`src/rtl/aibcr3_dll_cal_pkg.sv`:
```
// Shared definitions for the DLL lock / DCC calibration sequencer:
// the FSM state encoding, the DLL reset hold length and the default widths.
package aibcr3_dll_cal_pkg;

  localparam int DEF_LOCK_TMO_W = 12;
  localparam int DEF_SETTLE_W   = 4;
  localparam int DEF_RETRY_W    = 2;

  // Number of cycles the DLL is held in reset on every attempt.
  localparam int DLL_RST_CYC = 4;

  typedef enum logic [2:0] {
    ST_IDLE      = 3'd0,
    ST_DLL_RST   = 3'd1,
    ST_WAIT_LOCK = 3'd2,
    ST_SETTLE    = 3'd3,
    ST_DONE      = 3'd4,
    ST_FAIL      = 3'd5
  } cal_state_e;

endpackage

```
`src/rtl/aibcr3_dll_lock_sync.sv`:
```
// Two-flop synchronizer that brings the raw DLL lock indication into the
// clk_dcd domain; both flops clear on the synchronous active-low reset.
module aibcr3_dll_lock_sync (
  input  logic clk,
  input  logic rst_n,
  input  logic d,
  output logic q
);

  logic meta_reg;

  always_ff @(posedge clk) begin
    if (!rst_n) begin
      meta_reg <= 1'b0;
      q        <= 1'b0;
    end else begin
      meta_reg <= d;
      q        <= meta_reg;
    end
  end

endmodule

```
`src/rtl/aibcr3_dll_cal_seq.sv`:
```
// DLL lock / DCC calibration sequencer: resets the DLL, waits for lock with
// timeout and bounded retries, requires a settle interval, then flags done.
module aibcr3_dll_cal_seq
  import aibcr3_dll_cal_pkg::*;
#(
  parameter int LOCK_TMO_W = DEF_LOCK_TMO_W,
  parameter int SETTLE_W   = DEF_SETTLE_W,
  parameter int RETRY_W    = DEF_RETRY_W
) (
  input  logic                  clk_dcd,
  input  logic                  RSTb,
  input  logic                  cal_start,
  input  logic                  dll_lock_mux,
  input  logic                  rb_cont_cal,
  input  logic [SETTLE_W-1:0]   rb_settle_dly,
  input  logic [LOCK_TMO_W-1:0] rb_lock_tmo,
  input  logic [RETRY_W-1:0]    rb_max_retry,
  output logic                  dll_rst_n,
  output logic                  dcc_done,
  output logic                  dll_lock_reg,
  output logic                  cal_fail,
  output logic [RETRY_W-1:0]    retry_cnt,
  output logic                  busy
);

  // The timer doubles as the DLL reset hold counter while in ST_DLL_RST.
  localparam logic [LOCK_TMO_W-1:0] RST_LAST = LOCK_TMO_W'(DLL_RST_CYC - 1);

  cal_state_e            state_reg, state_next;
  logic [LOCK_TMO_W-1:0] timer_reg, timer_next;
  logic [SETTLE_W-1:0]   settle_reg, settle_next;
  logic [RETRY_W-1:0]    retry_reg, retry_next;
  logic                  lock_s;

  aibcr3_dll_lock_sync u_lock_sync (
    .clk   (clk_dcd),
    .rst_n (RSTb),
    .d     (dll_lock_mux),
    .q     (lock_s)
  );

  always_comb begin
    state_next  = state_reg;
    timer_next  = timer_reg;
    settle_next = settle_reg;
    retry_next  = retry_reg;
    if (!cal_start) begin
      state_next  = ST_IDLE;
      timer_next  = '0;
      settle_next = '0;
      retry_next  = '0;
    end else begin
      case (state_reg)
        ST_IDLE: begin
          state_next = ST_DLL_RST;
          timer_next = '0;
          retry_next = '0;
        end
        ST_DLL_RST: begin
          if (timer_reg == RST_LAST) begin
            state_next = ST_WAIT_LOCK;
            timer_next = '0;
          end else begin
            timer_next = timer_reg + 1'b1;
          end
        end
        ST_WAIT_LOCK: begin
          // Lock takes precedence over a timeout landing on the same edge.
          if (lock_s) begin
            state_next  = ST_SETTLE;
            settle_next = '0;
          end else if (rb_lock_tmo != '0 && timer_reg == rb_lock_tmo) begin
            timer_next = '0;
            if (retry_reg == rb_max_retry) begin
              state_next = ST_FAIL;
            end else begin
              state_next = ST_DLL_RST;
              retry_next = retry_reg + 1'b1;
            end
          end else begin
            timer_next = timer_reg + 1'b1;
          end
        end
        ST_SETTLE: begin
          if (!lock_s) begin
            state_next = ST_WAIT_LOCK;
            timer_next = '0;
          end else if (settle_reg == rb_settle_dly) begin
            state_next = ST_DONE;
          end else begin
            settle_next = settle_reg + 1'b1;
          end
        end
        ST_DONE: begin
          // In continuous-calibration mode a lock loss after done is masked.
          if (!lock_s && !rb_cont_cal) begin
            state_next = ST_WAIT_LOCK;
            timer_next = '0;
          end
        end
        ST_FAIL: begin
          state_next = ST_FAIL;
        end
        default: begin
          state_next = ST_IDLE;
        end
      endcase
    end
  end

  always_ff @(posedge clk_dcd) begin
    if (!RSTb) begin
      state_reg    <= ST_IDLE;
      timer_reg    <= '0;
      settle_reg   <= '0;
      retry_reg    <= '0;
      dll_rst_n    <= 1'b0;
      dcc_done     <= 1'b0;
      dll_lock_reg <= 1'b0;
      cal_fail     <= 1'b0;
      busy         <= 1'b0;
    end else begin
      state_reg    <= state_next;
      timer_reg    <= timer_next;
      settle_reg   <= settle_next;
      retry_reg    <= retry_next;
      dll_rst_n    <= state_next inside {ST_WAIT_LOCK, ST_SETTLE, ST_DONE};
      dcc_done     <= state_next == ST_DONE;
      dll_lock_reg <= lock_s & ~rb_cont_cal;
      cal_fail     <= state_next == ST_FAIL;
      busy         <= state_next inside {ST_DLL_RST, ST_WAIT_LOCK, ST_SETTLE};
    end
  end

  assign retry_cnt = retry_reg;

endmodule

```
`config.mk`:
```
export PLATFORM = sky130hd
export DESIGN_NAME = aibcr3_dll_cal_seq
export DESIGN_NICKNAME = d
export VERILOG_FILES = /design/src/rtl/aibcr3_dll_cal_pkg.sv /design/src/rtl/aibcr3_dll_lock_sync.sv /design/src/rtl/aibcr3_dll_cal_seq.sv
export SDC_FILE = /design/constraint.sdc
export NUM_CORES = 1
export LEC_CHECK = 0
export CAP_MARGIN = 20
export CORE_MARGIN = 1
export CORE_UTILIZATION = 47
export CTS_CLUSTER_SIZE = 24
export DETAILED_ROUTE_END_ITERATION = 12
export GPL_TIMING_DRIVEN = 0
export HOLD_SLACK_MARGIN = 0.1
export PLACE_DENSITY_LB_ADDON = 0.05
export RECOVER_POWER = 25
export SLEW_MARGIN = 20
export SYNTH_ARGS = -nofsm -noshare
export SYNTH_HDL_FRONTEND = slang
export SYNTH_HIERARCHICAL = 1
export SYNTH_SLANG_ARGS = --single-unit
```
`constraint.sdc`:
```
create_clock -name clk_dcd -period 1.6 [get_ports clk_dcd]
set_input_delay 0.32 -clock clk_dcd [delete_from_list [all_inputs] [get_ports clk_dcd]]
set_output_delay 0.32 -clock clk_dcd [all_outputs]
set_load 0.01 [all_outputs]
```
* Yosys cells after proc, flatten, opt, wreduce, memory -nomap -nowiden
Index checks and enable logic that the tools add are counted.
** Storage, ports and cells
- Bits in registers :: 28
** Operators by class
- $add $sub $neg :: 3
- Equal/unequal tests :: 22
- Mux-type cells :: 23
- Bitwise gates (word level) :: 2
- Reduce and logical (&&, ||, !) cells :: 15
** Operators with widths (number)
- 12-bit two-way mux :: 5
- 12-bit case mux with 5 select lines :: 1
- 3-bit two-way mux :: 8
- 3-bit case mux with 6 select lines :: 1
- 12-bit by 1-bit adder with 12-bit output (second input constant) :: 1
- 12-bit equality test :: 1
- 12-bit by 2-bit equality test with 1-bit output (second input constant) :: 1
- 3-bit by 2-bit equality test with 1-bit output (second input constant) :: 4
- 3-bit equality test (second input constant) :: 4
- 4-bit two-way mux :: 3
- 2-bit inequality test (second input constant) :: 6
- 4-bit AND reduction :: 3
- 12-bit nonzero test :: 1
- 4-bit case mux with 2 select lines :: 1
- 3-bit by 1-bit equality test with 1-bit output (second input constant) :: 2
- 2-bit two-way mux :: 3
- 3-bit nonzero test :: 2
- 5-bit nonzero test :: 1
- 4-bit by 1-bit adder with 4-bit output (second input constant) :: 1
- 4-bit equality test :: 1
- 2-bit by 1-bit inequality test with 1-bit output (second input constant) :: 2
- 2-bit case mux with 2 select lines :: 1
- 2-bit nonzero test :: 2
- 3-bit logical NOT :: 1
- other kinds (7) :: 9

* Longest topological paths before layout
- Depth in word-level cells :: 8
- Gate-level depth with buffers :: 7
- Depth with buffers taken out :: 6

* By module
The synthesis kept the hierarchy.
** By module, submodules not included
- aibcr3_dll_cal_seq :: times used 1, cells an instance 188, area each 1625.3 um^2, sequential area each 520.5 um^2
- aibcr3_dll_lock_sync :: times used 1, cells an instance 4, area each 52.6 um^2, sequential area each 40.0 um^2

* Worst setup path after synthesis
No wires, ideal clock.
- Path type :: register -> register
- From :: register timer_reg[6]
- To :: register retry_reg[1] (netlist: retry_cnt[1])
- Library setup time :: 0.075 ns
- Arrival :: 1.686 ns
- Required time :: 1.525 ns
- Slack :: -0.161 ns
- Cell stages (with the launch flop) :: 7
- Buffers on the path :: 1
- Period minus slack after synthesis :: 1.761 ns
- Path through :: dfxtp_1 > buf_6 > xor2_1 > nor4_2 > nand4_2 > or4_1 > a31oi_1
** On the way
- Word-level cells in the longest chain between the ends :: 4
** RTL lines
- start, declared :: RTL line aibcr3_dll_cal_seq.sv:30 : logic [LOCK_TMO_W-1:0] timer_reg, timer_next;
- start signal, assigned :: RTL line aibcr3_dll_cal_seq.sv:124 : timer_reg <= timer_next;
- 12-bit equality test :: RTL line aibcr3_dll_cal_seq.sv:72 : end else if (rb_lock_tmo != '0 && timer_reg == rb_lock_tmo) begin
- 1-bit logical AND :: RTL line aibcr3_dll_cal_seq.sv:72
- 2-bit inequality test (no line)
- 4-bit AND reduction (no line)
- end signal, assigned :: RTL line aibcr3_dll_cal_seq.sv:126 : retry_reg <= retry_next;
- end, declared :: RTL line aibcr3_dll_cal_seq.sv:32 : logic [RETRY_W-1:0] retry_reg, retry_next;
No other way between the ends.
A chain may end at the register's enable or synchronous reset.

* Worst setup path after layout
- From :: register timer_reg[1]
- To :: register retry_reg[1] (netlist: retry_cnt[1])
Same word-level chain as after synthesis.

==> reports/qor.csv <==
stage,metric,value,unit
setup_path,CP Launch Type,register,
floorplan,Core Region,3390,um^2
hold_path,HP Class,input port to register,
logic_synthesis,Syn Inst Count,192,
route,via count,1750,
timing,Least-Margin Pin Slew,0.638,ns
setup_path,crit path from,timer_reg[1]$_SDFFE_PN0P_,
place,gp weighted congestion,0.904,
setup_path,FF-to-FF End,retry_cnt[1]$_SDFFE_PN0P_,
finish,# nets final,273,
timing,Final setup viols,24,
floorplan,initial core utilization,49.5,%
logic_synthesis,"Seq/Total Area, Yosys",33.4,%
setup_path,Reg2Reg Setup Slack,-0.32,ns
setup_path,Worst path max stage delay,0.40,ns
flow_run,maxcap violations,0,
logic_synthesis,Netlist Area Pre-Place,1680,um^2
logic_synthesis,post-synthesis cell type count,48,
floorplan,Die Height,61.8,um
timing,final hold violations,0,
pwr,Leak Pwr,0.931,nW
setup_path,CP top delay family,buffers and inverters,
place,DP HPWL,3050,um
setup_path,cells along the critical path,xor2_1 -> nor4_2 -> buf_4 -> buf_6 -> nand4_1 -> buf_4 -> o311ai_2 -> a31oi_1,
logic_synthesis,dominant cells by area after synthesis,"dfxtp_1, xor2_1, xnor2_1",
logic_synthesis,Main synth FF type,dfxtp_1,
grt,first-pass GRT wire length,7620,um
setup_path,FF-to-FF Start,timer_reg[1]$_SDFFE_PN0P_,
finish,synth-to-layout area growth,54.6,%
timing,RSZ-0062 raised after global routing,yes,
timing,maximum clock frequency,522,MHz
pwr,Max VDD drop,0.517,mV
grt,largest net degree at the start of global routing,17,
logic_synthesis,most numerous cell in the Yosys netlist,dfxtp_1,
setup_path,Crit path arrival time,2.15,ns
place,dpl ws,-0.717,ns
logic_synthesis,share of the synthesized area in the top cell type,33.4,%
route,Routed Antenna Nets,0,
logic_synthesis,Yosys top cell by area,dfxtp_1,
status,status,finished with violations,
timing,final setup skew,0.00303,ns
timing,max-slew violations,0,
clocking,"CTS clk-pin slew, worst paths",0.17,ns
timing,Setup WS post-layout,-0.317,ns
finish,max reg flops,12,
route,Via density,5.97,
setup_path,Crit Path Class,register to register,
timing,Final Cycle Share,120,%
route,drt initial violations,72,
grt,initial antenna violation count,0,
clocking,H-Tree Depth,1,
clocking,Hold Buf Count CTS,0,
grt,total grt overflow,0,
logic_synthesis,syn_nets,217,
timing,min Tclk post-route,1.92,ns
clocking,CTS Buf Count,3,
finish,layout cells sized above 1,34.8,%
logic_synthesis,"FFs w/ async S/R, synth",0,%
clocking,Max Root-Sink Buffers,2,
logic_synthesis,"EDFF count, synth",0,
route,final WL,5260,um
route,DRC Markers,0,
logic_synthesis,syn avg cell area,8.74,um^2
clocking,Sink Count,28,
floorplan,area of the die,3810,um^2
pwr,Tot Pwr,1.38,mW
floorplan,Horiz. Die Dim,61.8,um
floorplan,I/O pin count,30,
logic_synthesis,Syn. warnings,6,
clocking,worst-skew pair later-pin latency,0.35,ns
setup_path,crit-path max FO,5,
timing,Rel. slew slack,57.5,%
setup_path,R2R depth,8,
pwr,PwrDens,531,nW/um^2
setup_path,CP max-delay cell,dfxtp_4,
grt,vias in the first global route,1644,
logic_synthesis,number of synthesized register bits,28,
clocking,Root Driver,clkbuf_4,
route,average wire per standard cell,17.9,um
route,DR pass1 iterations,4,
status,failing checks,setup timing,
logic_synthesis,"top cells by count, synth","dfxtp_1, xor2_1, nor3_1",
setup_path,most frequent CP cell,buf_4,
floorplan,row cnt,21,
grt,gr usage total,27.8,%
clocking,TritonCTS clock tree,yes,
setup_path,Crit. End Element,register,
place,port buffer count,28,
finish,antenna diode count,0,
setup_path,crit path to,retry_cnt[1]$_SDFFE_PN0P_,
setup_path,critical path depth,8,
setup_path,number of buffers and inverters on the critical path,3,
setup_path,CP required,1.84,ns
[layout by cell type, fill, tap and decap left out, types with 4 or more instances in the layout]
| cell type | n |
|---|---|
| a211oi_2 | 4 |
| and2_1 | 4 |
| buf_4 | 19 |
| buf_6 | 8 |
| clkbuf_4 | 5 |
| clkdlybuf4s50_1 | 15 |
| dfxtp_1 | 12 |
| dfxtp_2 | 7 |
| dfxtp_4 | 9 |
| dlygate4sd2_1 | 8 |
| dlymetal6s2s_1 | 4 |
| inv_1 | 5 |
| nand2_1 | 9 |
| nand3_1 | 7 |
| nand4_1 | 6 |
| nor2_1 | 9 |
| nor2b_1 | 4 |
| nor3_1 | 13 |
| nor4_1 | 4 |
| nor4_2 | 4 |
| o21ai_0 | 4 |
| xnor2_1 | 8 |
| xor2_1 | 15 |
| xor2_2 | 4 |
[where the power goes]
group          internal, mW  total, mW  switching, mW
registers             0.689      0.695        0.00632
logic                0.0887      0.187         0.0988
clock network         0.254      0.495          0.241
total                  1.03       1.38          0.346
[worst register-to-register path, cell delays in order, from the launching register on]
cell and delay, ns:
dfxtp_4 0.40, xor2_1 0.18, nor4_2 0.29, buf_4 0.17, buf_6 0.09, nand4_1 0.14
buf_4 0.20, o311ai_2 0.20, a31oi_1 0.12
[logic make-up (layout without fill, tap and decap cells)]
logic type / count (synthesis) / after routing / synth area share, %
compound gates: 35 / 35 / 15.1
xor+xnor: 28 / 28 / 14.6
fa+ha+maj: 2 / 2 / 1.49
buf+inv: 16 / 70 / 4.33
flops: 28 / 28 / 33.4
mux: 2 / 2 / 1.19
simple gates: 81 / 82 / 29.9
[repair_timing]
item,CTS,global route
endpoints found under the setup margin,24,27
cloned,2,0
pin swaps,22,12
resized for setup,64,18
setup buffers,19,5
[how the worst min path moves through the flow]
stage	start	to	slack, ns	cells past startpoint
final	rb_cont_cal	dll_lock_reg$_SDFF_PN0_	0.34	2
after global routing	rb_cont_cal	dll_lock_reg$_SDFF_PN0_	0.35	2
after CTS	rb_cont_cal	dll_lock_reg$_SDFF_PN0_	0.35	2
after detailed placement	u_lock_sync/meta_reg$_SDFF_PN0_	u_lock_sync/q$_SDFF_PN0_	0.42	1
after global placement	u_lock_sync/meta_reg$_SDFF_PN0_	u_lock_sync/q$_SDFF_PN0_	0.41	1
after floorplan	rb_cont_cal	dll_lock_reg$_SDFF_PN0_	0.39	1
[area by class of cell]
type                       count  area (um^2)
multi-input combinational    149         1300
fill                         232          796
sequential                    28          603
timing repair buffer          53          499
buffer                         8         60.1
tap                           46         57.6
clock inverter                 1         30.0
clock buffer                   3         22.5
inverter                       5         18.8
[metal layers]
metal / up-vias / GRT usage, % / wire length, um
li1: 826 / - / -
met3: 15 / 2.28 / 308
met1: 838 / 35.4 / 2210
met2: 71 / 47.8 / 2560
met5: - / 0 / 0
met4: 0 / 13.0 / 182
[per-stage QoR]
step | hold slack (ns) | std cells | setup TNS (ns) | util, % | cell area (um^2)
2_1_floorplan | 0.392 | 192 | -0.0600 | - | 1720
3_3_place_gp | 0.410 | 266 | -13.75 | 60.7 | 2060
3_5_place_dp | 0.424 | 266 | -14.57 | 60.7 | 2060
4_1_cts | 0.349 | 288 | -3.71 | 72.9 | 2470
5_1_grt | 0.345 | 293 | -6.20 | 76.5 | 2590
6_report | 0.343 | 293 | -5.04 | 76.5 | 2590
No activity file was read; power rests on OpenSTA's default activity.
